## config.mk

```make
export PLATFORM = sky130hd
export DESIGN_NAME = bfs_backtrack
export DESIGN_NICKNAME = d
export VERILOG_FILES = /design/src/rtl/maze_pkg.sv /design/src/rtl/maze_nbr_gen.sv /design/src/rtl/bfs_backtrack.sv
export SDC_FILE = /design/constraint.sdc
export NUM_CORES = 1
export LEC_CHECK = 0
export CAP_MARGIN = 0
export CORE_ASPECT_RATIO = 0.6
export CORE_MARGIN = 10
export CORE_UTILIZATION = 37
export CTS_CLUSTER_DIAMETER = 200
export DETAILED_ROUTE_END_ITERATION = 8
export PLACE_DENSITY_LB_ADDON = 0.12
export SLEW_MARGIN = 20
export SYNTH_ARGS = -nofsm -noshare
export SYNTH_HDL_FRONTEND = slang
export SYNTH_HIERARCHICAL = 1
export SYNTH_SLANG_ARGS = --single-unit
```

## constraint.sdc

```tcl
create_clock -name clk -period 4.1 [get_ports clk]
set_clock_uncertainty 0.15 [all_clocks]
set_input_delay 0.615 -clock clk [delete_from_list [all_inputs] [get_ports clk]]
set_output_delay 0.615 -clock clk [all_outputs]
set_load 0.01 [all_outputs]
```

## src/rtl/maze_pkg.sv

```systemverilog
// Maze encodings shared by the BFS distance and backtrack stages, so both sides
// agree on direction order, cell addressing and the unreached-distance marker.
package maze_pkg;

    typedef enum logic [1:0] {DIR_N, DIR_E, DIR_S, DIR_W} dir_t;

    typedef enum logic [2:0] {
        ST_IDLE, ST_RD_GOAL, ST_CHK_GOAL, ST_EMIT, ST_PROBE, ST_CMP, ST_FIN
    } bt_state_t;

    typedef struct packed {
        logic valid;
        int   x;
        int   y;
    } nbr_t;

    // All-ones distance marks a cell the BFS never reached.
    function automatic int dist_inf(input int dw);
        return (1 << dw) - 1;
    endfunction

    function automatic int cell_addr(input int x, input int y, input int w);
        return y * w + x;
    endfunction

    // Bounds are judged on coordinates so an edge cell never wraps to the next row.
    function automatic nbr_t nbr(input int x, input int y, input dir_t dir,
                                 input int w, input int h);
        nbr_t n;
        n.x = x;
        n.y = y;
        case (dir)
            DIR_N:   n.y = y - 1;
            DIR_E:   n.x = x + 1;
            DIR_S:   n.y = y + 1;
            default: n.x = x - 1;
        endcase
        n.valid = (n.x >= 0) && (n.x < w) && (n.y >= 0) && (n.y < h);
        return n;
    endfunction

endpackage

```

## src/rtl/maze_nbr_gen.sv

```systemverilog
// Combinational neighbour generator: coordinates and in-bounds flag for all four
// directions of one cell, indexed by dir_t.
module maze_nbr_gen
    import maze_pkg::*;
#(
    parameter int W  = 8,
    parameter int H  = 8,
    parameter int XW = $clog2(W),
    parameter int YW = $clog2(H)
) (
    input  logic [XW-1:0]        x,
    input  logic [YW-1:0]        y,
    output logic [3:0]           nbr_valid,
    output logic [3:0][XW-1:0]   nbr_x,
    output logic [3:0][YW-1:0]   nbr_y
);

    always_comb begin
        nbr_t n;
        n         = '0;
        nbr_valid = '0;
        nbr_x     = '0;
        nbr_y     = '0;
        for (int d = 0; d < 4; d++) begin
            n            = nbr(int'(x), int'(y), dir_t'(d), W, H);
            nbr_valid[d] = n.valid;
            nbr_x[d]     = XW'(n.x);
            nbr_y[d]     = YW'(n.y);
        end
    end

endmodule

```

## src/rtl/bfs_backtrack.sv

```systemverilog
// Backtrack engine: walks the BFS distance map from goal to start, writing each
// visited cell to the path RAM (goal at index 0).
module bfs_backtrack
    import maze_pkg::*;
#(
    parameter int W  = 8,
    parameter int H  = 8,
    parameter int XW = $clog2(W),
    parameter int YW = $clog2(H),
    parameter int AW = $clog2(W*H),
    parameter int DW = $clog2(W*H) + 1
) (
    input  logic          clk,
    input  logic          rst,
    input  logic          bt_en,
    input  logic [XW-1:0] start_x,
    input  logic [YW-1:0] start_y,
    input  logic [XW-1:0] goal_x,
    input  logic [YW-1:0] goal_y,
    output logic          dist_rd_en,
    output logic [AW-1:0] dist_rd_addr,
    input  logic [DW-1:0] dist_rd_data,
    output logic          path_we,
    output logic [AW-1:0] path_waddr,
    output logic [AW-1:0] path_wdata,
    output logic [AW:0]   path_len,
    output logic          busy,
    output logic          bt_done,
    output logic          bt_no_path,
    output bt_state_t     dbg_state
);

    localparam logic [DW-1:0] INF   = DW'(dist_inf(DW));
    localparam logic [AW:0]   CELLS = (AW+1)'(W*H);

    bt_state_t     state;
    logic          bt_en_q;
    logic [XW-1:0] sx, cur_x;
    logic [YW-1:0] sy, cur_y;
    logic [DW-1:0] cur_d;
    logic [AW:0]   idx;
    dir_t          cur_dir;

    logic [3:0]         nbr_valid;
    logic [3:0][XW-1:0] nbr_x;
    logic [3:0][YW-1:0] nbr_y;

    maze_nbr_gen #(.W(W), .H(H), .XW(XW), .YW(YW)) u_nbr (
        .x         (cur_x),
        .y         (cur_y),
        .nbr_valid (nbr_valid),
        .nbr_x     (nbr_x),
        .nbr_y     (nbr_y)
    );

    function automatic logic [AW-1:0] addr_of(input logic [XW-1:0] x, input logic [YW-1:0] y);
        return AW'(cell_addr(int'(x), int'(y), W));
    endfunction

    // First in-bounds direction from N, and first one after the direction just probed.
    // The probe read is registered one cycle ahead so PROBE carries the strobe itself.
    logic emit_hit, next_hit;
    dir_t emit_dir, next_dir;

    always_comb begin
        emit_hit = 1'b0;
        emit_dir = DIR_N;
        next_hit = 1'b0;
        next_dir = DIR_N;
        for (int d = 3; d >= 0; d--) begin
            if (nbr_valid[d]) begin
                emit_hit = 1'b1;
                emit_dir = dir_t'(d);
            end
            if (nbr_valid[d] && d > int'(cur_dir)) begin
                next_hit = 1'b1;
                next_dir = dir_t'(d);
            end
        end
    end

    logic at_start, cmp_hit, abort, fin_req, fin_np;

    assign at_start = (cur_x == sx) && (cur_y == sy);
    assign cmp_hit  = (dist_rd_data != INF) && (dist_rd_data == cur_d - DW'(1));
    assign abort    = (state != ST_IDLE) && (state != ST_FIN) && !bt_en;

    always_comb begin
        fin_req = 1'b0;
        fin_np  = 1'b0;
        case (state)
            ST_CHK_GOAL: if (dist_rd_data == INF) begin
                fin_req = 1'b1;
                fin_np  = 1'b1;
            end
            ST_EMIT: if (cur_d == '0) begin
                fin_req = 1'b1;
                fin_np  = !at_start;
            end else if (idx == CELLS) begin
                fin_req = 1'b1;
                fin_np  = 1'b1;
            end
            ST_PROBE: if (!dist_rd_en) begin
                fin_req = 1'b1;
                fin_np  = 1'b1;
            end
            default: ;
        endcase
    end

    always_ff @(posedge clk or posedge rst) begin
        if (rst) begin
            state        <= ST_IDLE;
            bt_en_q      <= 1'b0;
            sx           <= '0;
            sy           <= '0;
            cur_x        <= '0;
            cur_y        <= '0;
            cur_d        <= '0;
            idx          <= '0;
            cur_dir      <= DIR_N;
            dist_rd_en   <= 1'b0;
            dist_rd_addr <= '0;
            path_we      <= 1'b0;
            path_waddr   <= '0;
            path_wdata   <= '0;
            path_len     <= '0;
            busy         <= 1'b0;
            bt_done      <= 1'b0;
            bt_no_path   <= 1'b0;
        end else begin
            bt_en_q    <= bt_en;
            dist_rd_en <= 1'b0;
            path_we    <= 1'b0;
            bt_done    <= 1'b0;
            bt_no_path <= 1'b0;
            if (abort) begin
                state <= ST_IDLE;
                busy  <= 1'b0;
            end else if (fin_req) begin
                bt_done    <= 1'b1;
                bt_no_path <= fin_np;
                path_len   <= idx;
                state      <= ST_FIN;
            end else begin
                case (state)
                    ST_IDLE: if (bt_en && !bt_en_q) begin
                        sx           <= start_x;
                        sy           <= start_y;
                        cur_x        <= goal_x;
                        cur_y        <= goal_y;
                        idx          <= '0;
                        dist_rd_en   <= 1'b1;
                        dist_rd_addr <= addr_of(goal_x, goal_y);
                        busy         <= 1'b1;
                        state        <= ST_RD_GOAL;
                    end
                    ST_RD_GOAL: state <= ST_CHK_GOAL;
                    ST_CHK_GOAL: begin
                        cur_d      <= dist_rd_data;
                        path_we    <= 1'b1;
                        path_waddr <= idx[AW-1:0];
                        path_wdata <= addr_of(cur_x, cur_y);
                        idx        <= idx + 1'b1;
                        state      <= ST_EMIT;
                    end
                    ST_EMIT: begin
                        dist_rd_en   <= emit_hit;
                        dist_rd_addr <= addr_of(nbr_x[emit_dir], nbr_y[emit_dir]);
                        cur_dir      <= emit_dir;
                        state        <= ST_PROBE;
                    end
                    ST_PROBE: state <= ST_CMP;
                    ST_CMP: if (cmp_hit) begin
                        cur_x      <= nbr_x[cur_dir];
                        cur_y      <= nbr_y[cur_dir];
                        cur_d      <= dist_rd_data;
                        path_we    <= 1'b1;
                        path_waddr <= idx[AW-1:0];
                        path_wdata <= addr_of(nbr_x[cur_dir], nbr_y[cur_dir]);
                        idx        <= idx + 1'b1;
                        state      <= ST_EMIT;
                    end else begin
                        dist_rd_en   <= next_hit;
                        dist_rd_addr <= addr_of(nbr_x[next_dir], nbr_y[next_dir]);
                        cur_dir      <= next_dir;
                        state        <= ST_PROBE;
                    end
                    ST_FIN: begin
                        busy  <= 1'b0;
                        state <= ST_IDLE;
                    end
                    default: state <= ST_IDLE;
                endcase
            end
        end
    end

    assign dbg_state = state;

endmodule

```

==> summary.md <==
| Metric | Value |
|---|---|
| Status | `complete, no violations` |
| Final setup fails | `0` |
| Largest area contributor in the netlist | `dfrtp_1` |
| Slack of the critical path | `about 990 ps` |
| Die area | `15700 µm²` |
| Setup tns final | `0 ps` |
| CTS Buffer Depth | `2` |
| Synth Flop Type | `dfrtp_1` |
| Yosys warns | `6` |
| Bufs and invs on worst path | `0` |
| R2R Path End | `dist_rd_addr[5]$_DFFE_PP0P_` |
| Yosys top cell area share | `a little under two fifths` |
| CP arrival | `3170 ps` |
| CP startpoint kind | `flip-flop` |
| Deepest level of the CTS H-tree | `3` |
| Largest net degree at the start of global routing | `51` |
| Register area share after synthesis | `roughly two fifths` |
| # diodes | `0` |
| Top delay family on crit path | `compound AO/OA/AOI/OAI gates` |
| Die X-Extent | `155 µm` |
| Final Max Tran Viols | `0` |
| Final count of hold timing violations | `0` |
| Hold EP | `path_waddr[4]$_DFFE_PP0P_` |
| Most common cell after layout, fill and taps aside | `nand2_1` |
| Hold path depth | `1` |
| Total Wirelength | `11.5 mm` |
| Clk_lat worst skew | `330 ps` |
| Nets@finish | `482` |
| Commonest cells after routing, fill and taps aside | `nand2_1 (68), dfrtp_1 (62), clkdlybuf4s50_1 (54)` |
| Rows | `29` |
| Initial DRC count | `between 400 and 500` |
| Post-synth EDFFs | `0` |
| Vias | `~3300` |
| Starting Density | `38.2%` |
| Slowest cell on crit path | `dfrtp_1` |
| Setup WS pre-CTS | `between 700 and 800 ps` |
| Pwr dens | `424 nW/µm²` |
| Slew at the pin closest to its max-slew limit | `around 940 ps` |
| HPWL after detailed placement | `8.53 mm` |
| Length in cells of the worst reg-to-reg path | `7` |
| Initial antenna violation count | `0` |
| DRC viols | `0` |
| RePlAce Congestion | `0.879` |
| Largest cells by area after synthesis | `dfrtp_1 (38%), mux2_1 (6.4%), nand2_1 (6.3%)` |
| Max stage delay on crit path | `~550 ps` |
| Max-Cap Viols | `0` |
| TritonCTS Buffers | `9` |
| Share of layout cells above drive strength 1 | `about an eighth` |
| Port bufs | `54` |
| Kind of critical path | `flip-flop to flip-flop` |
| Setup bufs post-CTS | `0` |
| Cts hold-fix bufs | `0` |
| VDD IR max | `0.000189 V` |
| GRT overflow | `0` |
| RSZ-0062 raised after global routing | `false` |
| Hold crit path type | `flip-flop to flip-flop` |
| Number of global-route vias before repair | `roughly 3300` |
| R2R Path Start | `cur_x[2]$_DFFE_PP0P_` |
| Slew HR | `37.0%` |
| R2R Setup Slk | `990 ps` |
| Syn Inst Count | `between 400 and 500` |
| Period utilisation layout | `75.9%` |
| Synth-to-layout area growth | `20.6%` |
| Clk sinks | `62` |
| Clk slew on worst S/H paths | `50 ps` |
| 1st-pass router iterations | `4` |
| Wirelength per Cell | `19.3 µm` |
| Core region area | `10700 µm²` |
| Crit path depth | `7` |
| Cells along the critical path | `or3_1 -> nand2b_1 -> a21o_1 -> mux2i_1 -> a221oi_1 -> a221o_1 -> mux2_1` |
| Req. time, crit path | `4160 ps` |
| Leak Pwr | `2.31 nW` |
| Syn_area_per_cell | `between 9 and 10 µm²` |
| I/O Pins | `between 50 and 60` |
| Via/cell ratio | `~5.6` |
| CTS tree | `yes` |
| Number of library cell types mapped by synthesis | `55` |
| Post-cts resize count | `0` |
| Root buf cell | `clkbuf_16` |
| Synth Register Bits | `62` |
| Crit. End Element | `flip-flop` |
| Async set-reset flop share out of synthesis | `100%` |
| Synthesized area | `4070 µm²` |
| Min-delay src | `path_waddr[4]$_DFFE_PP0P_` |
| Total Routing Usage GR | `15.0%` |
| Synth Net Count | `443` |
| Critical path fanouts, max | `13` |
| Final min period | `3110 ps` |
| Peak Freq | `321 MHz` |
| ANT nets after route | `0` |
| First-pass GRT wire length | `approximately 19 mm` |
| Die height | `101 µm` |
-- area by class of cell --
class	instances	area, µm²
inverters	18	68.8
fillers	1036	5760
flip-flops and latches	62	1550
well taps	139	174
multi-input cells	301	2260
repair buffers	60	598
clock inverters	4	25.0
clock buffers	11	233
-- kinds of logic after synthesis --
kind of cell    after synthesis  synth area share, %
compound gates               68                 12.6
flops                        62                 38.1
buf+inv                      50                 6.39
xor+xnor                     19                 4.43
mux                          66                 19.3
simple gates                140                 16.7
fa+ha+maj                     8                 2.46
-- per-stage QoR --
stage	power (mW)	cell area (µm²)	hold WS [ps]	utilization, %	std cells
2_1_floorplan	1.24	4070	315	-	413
3_3_place_gp	1.40	4650	318	43.6	580
3_5_place_dp	1.42	4650	330	43.6	580
4_1_cts	2.10	4910	341	46.0	595
5_1_grt	2.22	4910	360	46.0	595
6_report	2.08	4910	333	46.0	595
-- power by group --
| part | switching [mW] | internal (mW) |
|---|---|---|
| Clock | 0.267 | 0.403 |
| Sequential | 0.115 | 0.686 |
| Combinational | 0.312 | 0.302 |
-- routing by layer --
layer  GRT usage (%)  vias to the layer above  share of wire (%)
met5               0                        -                  0
met4            3.80                        0                1.1
met3            5.12                       12                8.9
met2            19.2                      119                 39
met1            22.8                     1654                 51
li1                -                     1564                  -
-- state kept, by name, indices dropped and copies added, names as in the netlist --
signal,cells
path_len,7
cur_y,3
cur_d,7
bt_done,1
bt_en_q,1
bt_no_path,1
sx,3
dist_rd_addr,6
dbg_state,3
cur_dir,2
cur_x,3
dist_rd_en,1
sy,3
path_wdata,6
path_we,1
busy,1
path_waddr,6
idx,7
-- Yosys cell counts (4+ instances only) --
cell type	instances
nand2b_1	4
o22ai_1	6
clkbuf_1	12
a221oi_1	12
buf_2	4
o21ai_0	9
a21oi_1	6
inv_1	18
buf_4	14
o21a_1	4
a211oi_1	6
or2_2	6
nor3_1	4
and3_1	6
nand2_1	68
nor2_1	11
mux2_2	18
xnor2_1	5
mux2_1	23
mux2i_1	19
ha_1	8
xor2_1	13
dfrtp_1	62
a221o_1	6
or3_1	5
mux4_2	6
nand3_1	17
-- how the worst max path moves through the flow --
stage	from	end	slack [ps]
global route	cur_x[1]$_DFFE_PP0P_	dist_rd_addr[5]$_DFFE_PP0P_	840
finish	cur_x[2]$_DFFE_PP0P_	dist_rd_addr[5]$_DFFE_PP0P_	990
floorplan	cur_x[1]$_DFFE_PP0P_	dist_rd_addr[5]$_DFFE_PP0P_	1380
CTS	cur_x[1]$_DFFE_PP0P_	dist_rd_addr[5]$_DFFE_PP0P_	990
detailed placement	dist_rd_data[3]	cur_d[6]$_DFFE_PP0P_	700
global placement	dist_rd_data[3]	path_waddr[1]$_DFFE_PP0P_	750
(Power assumes the default switching activity.)
